<file path="src/rtl/imm_ext_pipe.sv">
// imm_ext_pipe: immediate extraction and sign/zero extension behind a small
// valid/ready buffer. Illegal formats pass through with out_imm=0, out_err=1.
// Build option: define IMM_EXT_SKID_EN for a 2-entry skid buffer that sustains
// one item per cycle; otherwise a single entry is used (one item per 2 cycles).
//
// state | meaning
// EMPTY | no item held, out_valid=0
// ONE   | head entry holds an item
// TWO   | head and tail both hold items, in_ready=0 (skid build only)
module imm_ext_pipe #(
    parameter int XLEN = 32,
    parameter int N    = 12
) (
    input  logic            clk,
    input  logic            reset,
    input  logic            in_valid,
    output logic            in_ready,
    input  logic [31:0]     in_instr,
    input  logic [2:0]      in_fmt,
    input  logic            in_unsigned,
    output logic            out_valid,
    input  logic            out_ready,
    output logic [XLEN-1:0] out_imm,
    output logic            out_err
);

    typedef enum logic [1:0] {
        EMPTY = 2'd0,
        ONE   = 2'd1,
        TWO   = 2'd2
    } state_t;

    state_t            state, state_nxt;
    logic              accept, drain;
    logic              load_head_in, load_head_tail, load_tail;
    logic              sgn;
    logic [XLEN-1:0]   new_imm;
    logic              new_err;
    logic [XLEN-1:0]   head_imm;
    logic              head_err;
`ifdef IMM_EXT_SKID_EN
    logic [XLEN-1:0]   tail_imm;
    logic              tail_err;
`endif

    assign accept    = in_valid && in_ready;
    assign out_valid = (state != EMPTY);
    assign drain     = out_valid && out_ready;
    assign out_imm   = head_imm;
    assign out_err   = head_err;

    // Assemble the raw immediate for the selected format and extend it to XLEN.
    always_comb begin
        sgn     = 1'b0;
        new_imm = '0;
        new_err = 1'b0;
        case (in_fmt)
            3'd0: begin
                sgn     = ~in_unsigned & in_instr[31];
                new_imm = {{(XLEN-12){sgn}}, in_instr[31:20]};
            end
            3'd1: begin
                sgn     = ~in_unsigned & in_instr[31];
                new_imm = {{(XLEN-12){sgn}}, in_instr[31:25], in_instr[11:7]};
            end
            3'd2: begin
                sgn     = ~in_unsigned & in_instr[31];
                new_imm = {{(XLEN-13){sgn}}, in_instr[31], in_instr[7],
                           in_instr[30:25], in_instr[11:8], 1'b0};
            end
            3'd3: begin
                sgn     = ~in_unsigned & in_instr[31];
                new_imm = {{(XLEN-32){sgn}}, in_instr[31:12], 12'b0};
            end
            3'd4: begin
                sgn     = ~in_unsigned & in_instr[31];
                new_imm = {{(XLEN-21){sgn}}, in_instr[31], in_instr[19:12],
                           in_instr[20], in_instr[30:21], 1'b0};
            end
            3'd5: begin
                // Loop form handles N == XLEN, where a replication would be empty.
                sgn = ~in_unsigned & in_instr[N-1];
                new_imm[N-1:0] = in_instr[N-1:0];
                for (int i = N; i < XLEN; i++) begin
                    new_imm[i] = sgn;
                end
            end
            default: new_err = 1'b1;
        endcase
    end

    // Next buffer state and which entry loads from where.
    always_comb begin
        state_nxt      = state;
        load_head_in   = 1'b0;
        load_head_tail = 1'b0;
        load_tail      = 1'b0;
        case (state)
            EMPTY: begin
                if (accept) begin
                    state_nxt    = ONE;
                    load_head_in = 1'b1;
                end
            end
            ONE: begin
`ifdef IMM_EXT_SKID_EN
                if (accept && drain) begin
                    load_head_in = 1'b1;
                end else if (accept) begin
                    state_nxt = TWO;
                    load_tail = 1'b1;
                end else if (drain) begin
                    state_nxt = EMPTY;
                end
`else
                if (drain) begin
                    state_nxt = EMPTY;
                end
`endif
            end
`ifdef IMM_EXT_SKID_EN
            TWO: begin
                if (drain) begin
                    state_nxt      = ONE;
                    load_head_tail = 1'b1;
                end
            end
`endif
            default: state_nxt = EMPTY;
        endcase
    end

    // State register and registered in_ready.
    always_ff @(posedge clk) begin
        if (reset) begin
            state    <= EMPTY;
            in_ready <= 1'b1;
        end else begin
            state    <= state_nxt;
`ifdef IMM_EXT_SKID_EN
            in_ready <= (state_nxt != TWO);
`else
            in_ready <= (state_nxt == EMPTY);
`endif
        end
    end

    // Head entry: loads from the input or advances from the tail.
    always_ff @(posedge clk) begin
        if (reset) begin
            head_imm <= '0;
            head_err <= 1'b0;
        end else if (load_head_in) begin
            head_imm <= new_imm;
            head_err <= new_err;
`ifdef IMM_EXT_SKID_EN
        end else if (load_head_tail) begin
            head_imm <= tail_imm;
            head_err <= tail_err;
`endif
        end
    end

`ifdef IMM_EXT_SKID_EN
    // Tail entry: catches an item arriving while the head is stalled.
    always_ff @(posedge clk) begin
        if (reset) begin
            tail_imm <= '0;
            tail_err <= 1'b0;
        end else if (load_tail) begin
            tail_imm <= new_imm;
            tail_err <= new_err;
        end
    end
`endif

endmodule
</file>
<file path="config.mk">
export PLATFORM = sky130hd
export DESIGN_NAME = imm_ext_pipe
export DESIGN_NICKNAME = d
export VERILOG_FILES = /design/src/rtl/imm_ext_pipe.sv
export SDC_FILE = /design/constraint.sdc
export NUM_CORES = 1
export LEC_CHECK = 0
export CAP_MARGIN = 20
export CELL_PAD_IN_SITES_DETAIL_PLACEMENT = 1
export CELL_PAD_IN_SITES_GLOBAL_PLACEMENT = 2
export CORE_MARGIN = 1.5
export CORE_UTILIZATION = 24
export CTS_CLUSTER_DIAMETER = 80
export DETAILED_ROUTE_END_ITERATION = 10
export PLACE_DENSITY_LB_ADDON = 0.3
export REMOVE_ABC_BUFFERS = 1
export SYNTH_ARGS = -nofsm -noshare
export SYNTH_HDL_FRONTEND = slang
export SYNTH_SLANG_ARGS = --single-unit
</file>
<file path="constraint.sdc">
create_clock -name clk -period 1.65 [get_ports clk]
set_input_delay 0.33 -clock clk [delete_from_list [all_inputs] [get_ports clk]]
set_output_delay 0.33 -clock clk [all_outputs]
set_load 0.05 [all_outputs]
</file>
== Word level (Yosys, flattened, before mapping) ==
Cells that the tools add are included.

* Eq/ne operators: 6
* Multiplexer cells: 7
* Bitwise gates (word level): 3
* Reduce and logical (&&, ||, !) cells: 7

{| class="wikitable"
|+ Operator list
! cell !! count
|-
| one-hot mux 32 bit (6 select lines) || 1
|-
| equality test 3 x 2 -> 1 bit (second input constant) || 2
|-
| equality test 3 bit (second input constant) || 2
|-
| OR reduction 6 bit || 1
|-
| zero test 2 bit || 2
|-
| two-way mux 2 bit || 2
|-
| one-hot mux 2 bit (2 select lines) || 1
|-
| equality test 3 x 1 -> 1 bit (second input constant) || 1
|-
| zero test 3 bit || 1
|-
| two-way mux 1 bit || 3
|-
| AND 1 bit || 2
|-
| equality test 2 x 1 -> 1 bit (second input constant) || 1
|-
| logical AND 1 bit || 2
|-
| nonzero test 2 bit || 1
|-
| NOT 1 bit || 1
|}

* Register bits after elaboration: 36
* Bits of input ports: 40

== Logic depth before layout (Yosys ltp) ==
* Depth in word-level cells: 5
* Gate-level depth with buffers: 6

== Least setup slack after synthesis ==
OpenSTA, ideal clock, no wires.

* Kind: reg2reg
* Start point: reg in_ready
* End point: reg head_imm[20] (netlist: out_imm[20])
* Library setup time: 0.134 ns
* Arrival time: 1.558 ns
* Required time: 1.516 ns
* Path slack: -0.042 ns
* Stages on the path, launching flop included: 6
* Period minus slack after synthesis: 1.692 ns
* Cells stage by stage: dfxtp_1 > nand4bb_1 > buf_4 > buf_2 > a222oi_1 > a211oi_1

* Word-level cells in the longest chain between the ends: 3

{| class="wikitable"
|+ Ends and longest elaborated chain
! what !! line !! text
|-
| start: declaration || 17 || <nowiki>output logic in_ready,</nowiki>
|-
| start signal: assignment || 143 || <nowiki>in_ready <= (state_nxt == EMPTY);</nowiki>
|-
| logical AND 1 bit || 46 || <nowiki>assign accept = in_valid && in_ready;</nowiki>
|-
| two-way mux 1 bit || 100 || <nowiki>if (accept) begin</nowiki>
|-
| two-way mux 1 bit || 98 || <nowiki>case (state)</nowiki>
|-
| end signal: assignment || 154 || <nowiki>head_imm <= new_imm;</nowiki>
|-
| end: declaration || 39 || <nowiki>logic [XLEN-1:0] head_imm;</nowiki>
|}

Every way passes these cells.
A chain may end at the register's enable or synchronous reset.

== Final worst setup path ==
* Start point: in in_valid
* End point: reg head_imm[31] (netlist: out_imm[31])

* Word-level cells in the longest chain between the ends: 3

{| class="wikitable"
|+ Ends and longest elaborated chain
! what !! line !! text
|-
| start: declaration || 16 || <nowiki>input logic in_valid,</nowiki>
|-
| logical AND 1 bit || 46 ||
|-
| two-way mux 1 bit || 100 ||
|-
| two-way mux 1 bit || 98 ||
|}

Every way passes these cells.

==> out/results.tsv <==
stage	metric	value	unit
outcome	status	complete, no violations	
power_and_ir_drop	sequential share of power	40.9	%
yosys	synthesized instance count	210	
yosys	dominant synthesized flop cell	dfxtp_1	
global_route	antenna violations before repair	0	
clocking	clock slew at reported path FFs	0.07	ns
yosys	YS warnings	0	
yosys	Synth Area in Adders	0.5956	%
yosys	most area-consuming cells after synthesis	dfxtp_1 (38%), a221oi_2 (7.9%), a21boi_1 (6.8%)	
job	Max Cap Viol	0	
drt	Detailed Route WL	6545	um
floorplanning	core box area	7687	um2
drt	DRC errors left	0	
setup_path	worst-case reg-to-reg path depth	6	
clocking	postcts setup bufs	0	
drt	DR vias	1980	
yosys	Synth top area share	38.12	%
final_layout	Final Cell Area	3015	um2
timing	Max Clock Skew	0.005895	ns
drt	DRT Pass-1 Iters	4	
power_and_ir_drop	Leakage	1.188	nW
floorplanning	Die ar.	8419	um2
floorplanning	Rows	32	
floorplanning	Die X	91.76	um
floorplanning	Die H	91.76	um
global_route	met1 Use GR	20.27	%
timing	hold slack	0.4571	ns
final_layout	final design utilization	39.23	%
setup_path	Req. time, crit path	1.84	ns
placement	routability congestion estimate	0.7652	
power_and_ir_drop	Clk pwr share	35.8	%
global_route	grt peak-use layer	met2	
power_and_ir_drop	Cell Pwr Density	734.5	nW/um2
placement	# port buffers	74	
global_route	largest net degree at the start of global routing	29	
hold_path	HP Class	reg -> reg	
setup_path	WP data arrival	1.68	ns
clocking	Max clock buf depth	2	
global_route	met2 Usage GRT	28.98	%
timing	RSZ-0062 raised after global routing	false	
global_route	gr usage total	16.43	%
drt	Routed Antenna Nets	0	
final_layout	P&R area growth vs syn	59.50	%
yosys	sequential area share after synthesis	38.12	%
setup_path	type of destination of the critical path	flop	
global_route	GR Util met3	3.648	%
clocking	clk sink count	36	
timing	final hold viol count	0	
yosys	Post-synth EDFFs	0	
timing	max frequency	0.6722	GHz
setup_path	Reg-to-Reg End	out_imm[31]$_SDFFE_PP0P_	
yosys	area leader, netlist	dfxtp_1	
drt	WL/cell	15.92	um
yosys	Synth cell types	40	
clocking	cts bufs inserted	5	
yosys	Synth async-reset ratio	0	%
final_layout	share of layout cells above drive strength 1	31.72	%
clocking	CTS Root Cell	clkbuf_8	
final_layout	Post-layout nets	348	
timing	Final Setup Violations	0	
floorplanning	Initial Util	24.59	%
placement	dpl hpwl	4907	um
setup_path	R2R Setup Slk	0.25	ns
clocking	CTS tree	yes	
power_and_ir_drop	switching power share of the total	28.72	%
drt	number of vias per cell	4.818	
yosys	synthesized area	1891	um2
power_and_ir_drop	Internal	1.579	mW
yosys	most frequent cell after synthesis	dfxtp_1	
hold_path	worst hold path stage count	2	
power_and_ir_drop	peak supply drop	0.2209	mV
yosys	post-synthesis simple-gate area fraction	16.88	%
yosys	Compound-Gate Fraction of Synth Area	34.81	%
yosys	Avg Inst Size Synth	9.003	um2
floorplanning	IO Pins	75	
yosys	multiplexer share of the synthesized area	1.588	%
final_layout	# diodes	0	
yosys	flop and latch count out of synthesis	36	
power_and_ir_drop	Switching Power	0.6362	mW
yosys	largest family of logic cells by synthesized area	compound AO/OA/AOI/OAI gates	
power_and_ir_drop	Comb pwr share	23.3	%
global_route	global-route wire length before repair	10960	um
placement	placed cell areas	2879	um2
setup_path	crit path max fanout	11	
timing	period utilization	90.16	%
final_layout	final std cells w/o fill	411	
placement	placed insts	403	
global_route	GRT overflow	0	
drt	initial drt markers	50	
clocking	Worst-Skew Late Latency	0.29	ns
hold_path	Hold Startpoint	out_err$_SDFFE_PP0P_	
setup_path	startpoint types	input port	
timing	minimum clock period	1.488	ns
setup_path	type of the worst setup path	in -> reg	
yosys	Post-Synth XOR/XNOR Area	0.4633	%
hold_path	Hold EP	out_err$_SDFFE_PP0P_	
yosys	top cells by count, synth	dfxtp_1 (36), nand2_1 (20), a21boi_1 (17)	
timing	max-slew violation count	0	
global_route	vias in the first global route	2165	
clocking	H-tree depth	2	
final_layout	filler cell count	916	
setup_path	reg-to-reg startpoint	state[0]$_SDFF_PP0_	
[routing by layer]
metal  part of all wire [%]  wire [um]
met1                     45       2957
met2                     50       3251
met3                    4.2        272
met4                   0.96         63
met5                      0          0
[how the worst max path moves through the flow]
stage,endpoint,slack [ns],from
finish,out_imm[31]$_SDFFE_PP0P_,0.16,in_valid
global route,out_imm[9]$_SDFFE_PP0P_,0.04,in_valid
CTS,out_imm[30]$_SDFFE_PP0P_,0.007,in_fmt[0]
detailed placement,out_imm[14]$_SDFFE_PP0P_,-0.39,in_fmt[2]
global placement,out_imm[19]$_SDFFE_PP0P_,-0.28,in_fmt[2]
floorplan,out_imm[31]$_SDFFE_PP0P_,-0.96,in_ready$_SDFF_PP1_
[placed cells by master, fill, tap and decap left out, types with 2 or more instances in the layout]
| cell type | instances |
|---|---|
| a21oi_1 | 12 |
| a211oi_1 | 2 |
| nand3b_1 | 7 |
| nand2b_1 | 7 |
| nand2_1 | 19 |
| clkdlybuf4s50_1 | 36 |
| nor3b_1 | 2 |
| o2bb2ai_1 | 6 |
| a21boi_1 | 17 |
| a21o_1 | 3 |
| a22oi_1 | 7 |
| clkbuf_8 | 5 |
| inv_1 | 8 |
| dfxtp_1 | 36 |
| o21ai_0 | 2 |
| a221oi_1 | 9 |
| mux2i_1 | 3 |
| a221oi_2 | 10 |
| o21ai_1 | 7 |
| nand3_1 | 6 |
| nor2_1 | 11 |
| buf_12 | 3 |
| dlymetal6s2s_1 | 2 |
| buf_4 | 67 |
[flip-flops by register name, summed over array words and instances (netlist names)]
| signal | count |
|---|---|
| in_ready | 1 |
| out_err | 1 |
| out_imm | 32 |
| state | 2 |
[cell type report]
cell class | instances | area, um2 | share of cell area, %
Inverter | 9 | 33.78 | 1.120
Multi-Input combinational cell | 146 | 1057 | 35.06
Sequential cell | 36 | 720.7 | 23.90
Tap cell | 102 | 127.6 | 4.232
Timing Repair Buffer | 110 | 968.4 | 32.12
Clock buffer | 6 | 72.57 | 2.407
Clock inverter | 2 | 35.03 | 1.162
[critical path: stages]
cell and delay, ns:
clkdlybuf4s50_1 0.45, nand4bb_4 0.14, buf_4 0.13, buf_4 0.17, nand2_1 0.09, o21a_1 0.10
a221oi_1 0.27
[metrics by stage]
stage | power, mW | setup TNS (ns) | worst slack (ns)
after floorplan | 1.143 | -29.55 | -0.9580
after detailed placement | 1.442 | -8.050 | -0.3876
final | 2.215 | 0 | 0.1624
after global placement | 1.434 | -6.609 | -0.2837
after global routing | 2.334 | 0 | 0.03514
after CTS | 2.241 | 0 | 0.007117
[cell families (layout without fill, tap and decap cells)]
logic type / Yosys count / count (layout)
compound gates: 80 / 80
simple gates: 60 / 60
flops: 36 / 36
buf+inv: 28 / 127
mux: 3 / 3
fa+ha+maj: 1 / 1
other cells: 1 / 1
xor+xnor: 1 / 1
[power groups by stage]
stage	clock (mW)	sequential, mW	combinational [mW]
3_3_place_gp	0	0.925	0.509
5_1_grt	0.866	0.909	0.559
6_report	0.792	0.906	0.516
4_1_cts	0.816	0.905	0.520
3_5_place_dp	0	0.926	0.516
2_1_floorplan	0	0.994	0.149
[repair_timing]
action	in CTS	in global routing
setup endpoints to repair	8	24
resized for setup	2	5
pin swaps	0	0
hold buffers	0	0
Note: power is estimated with default switching activity, not from simulation.
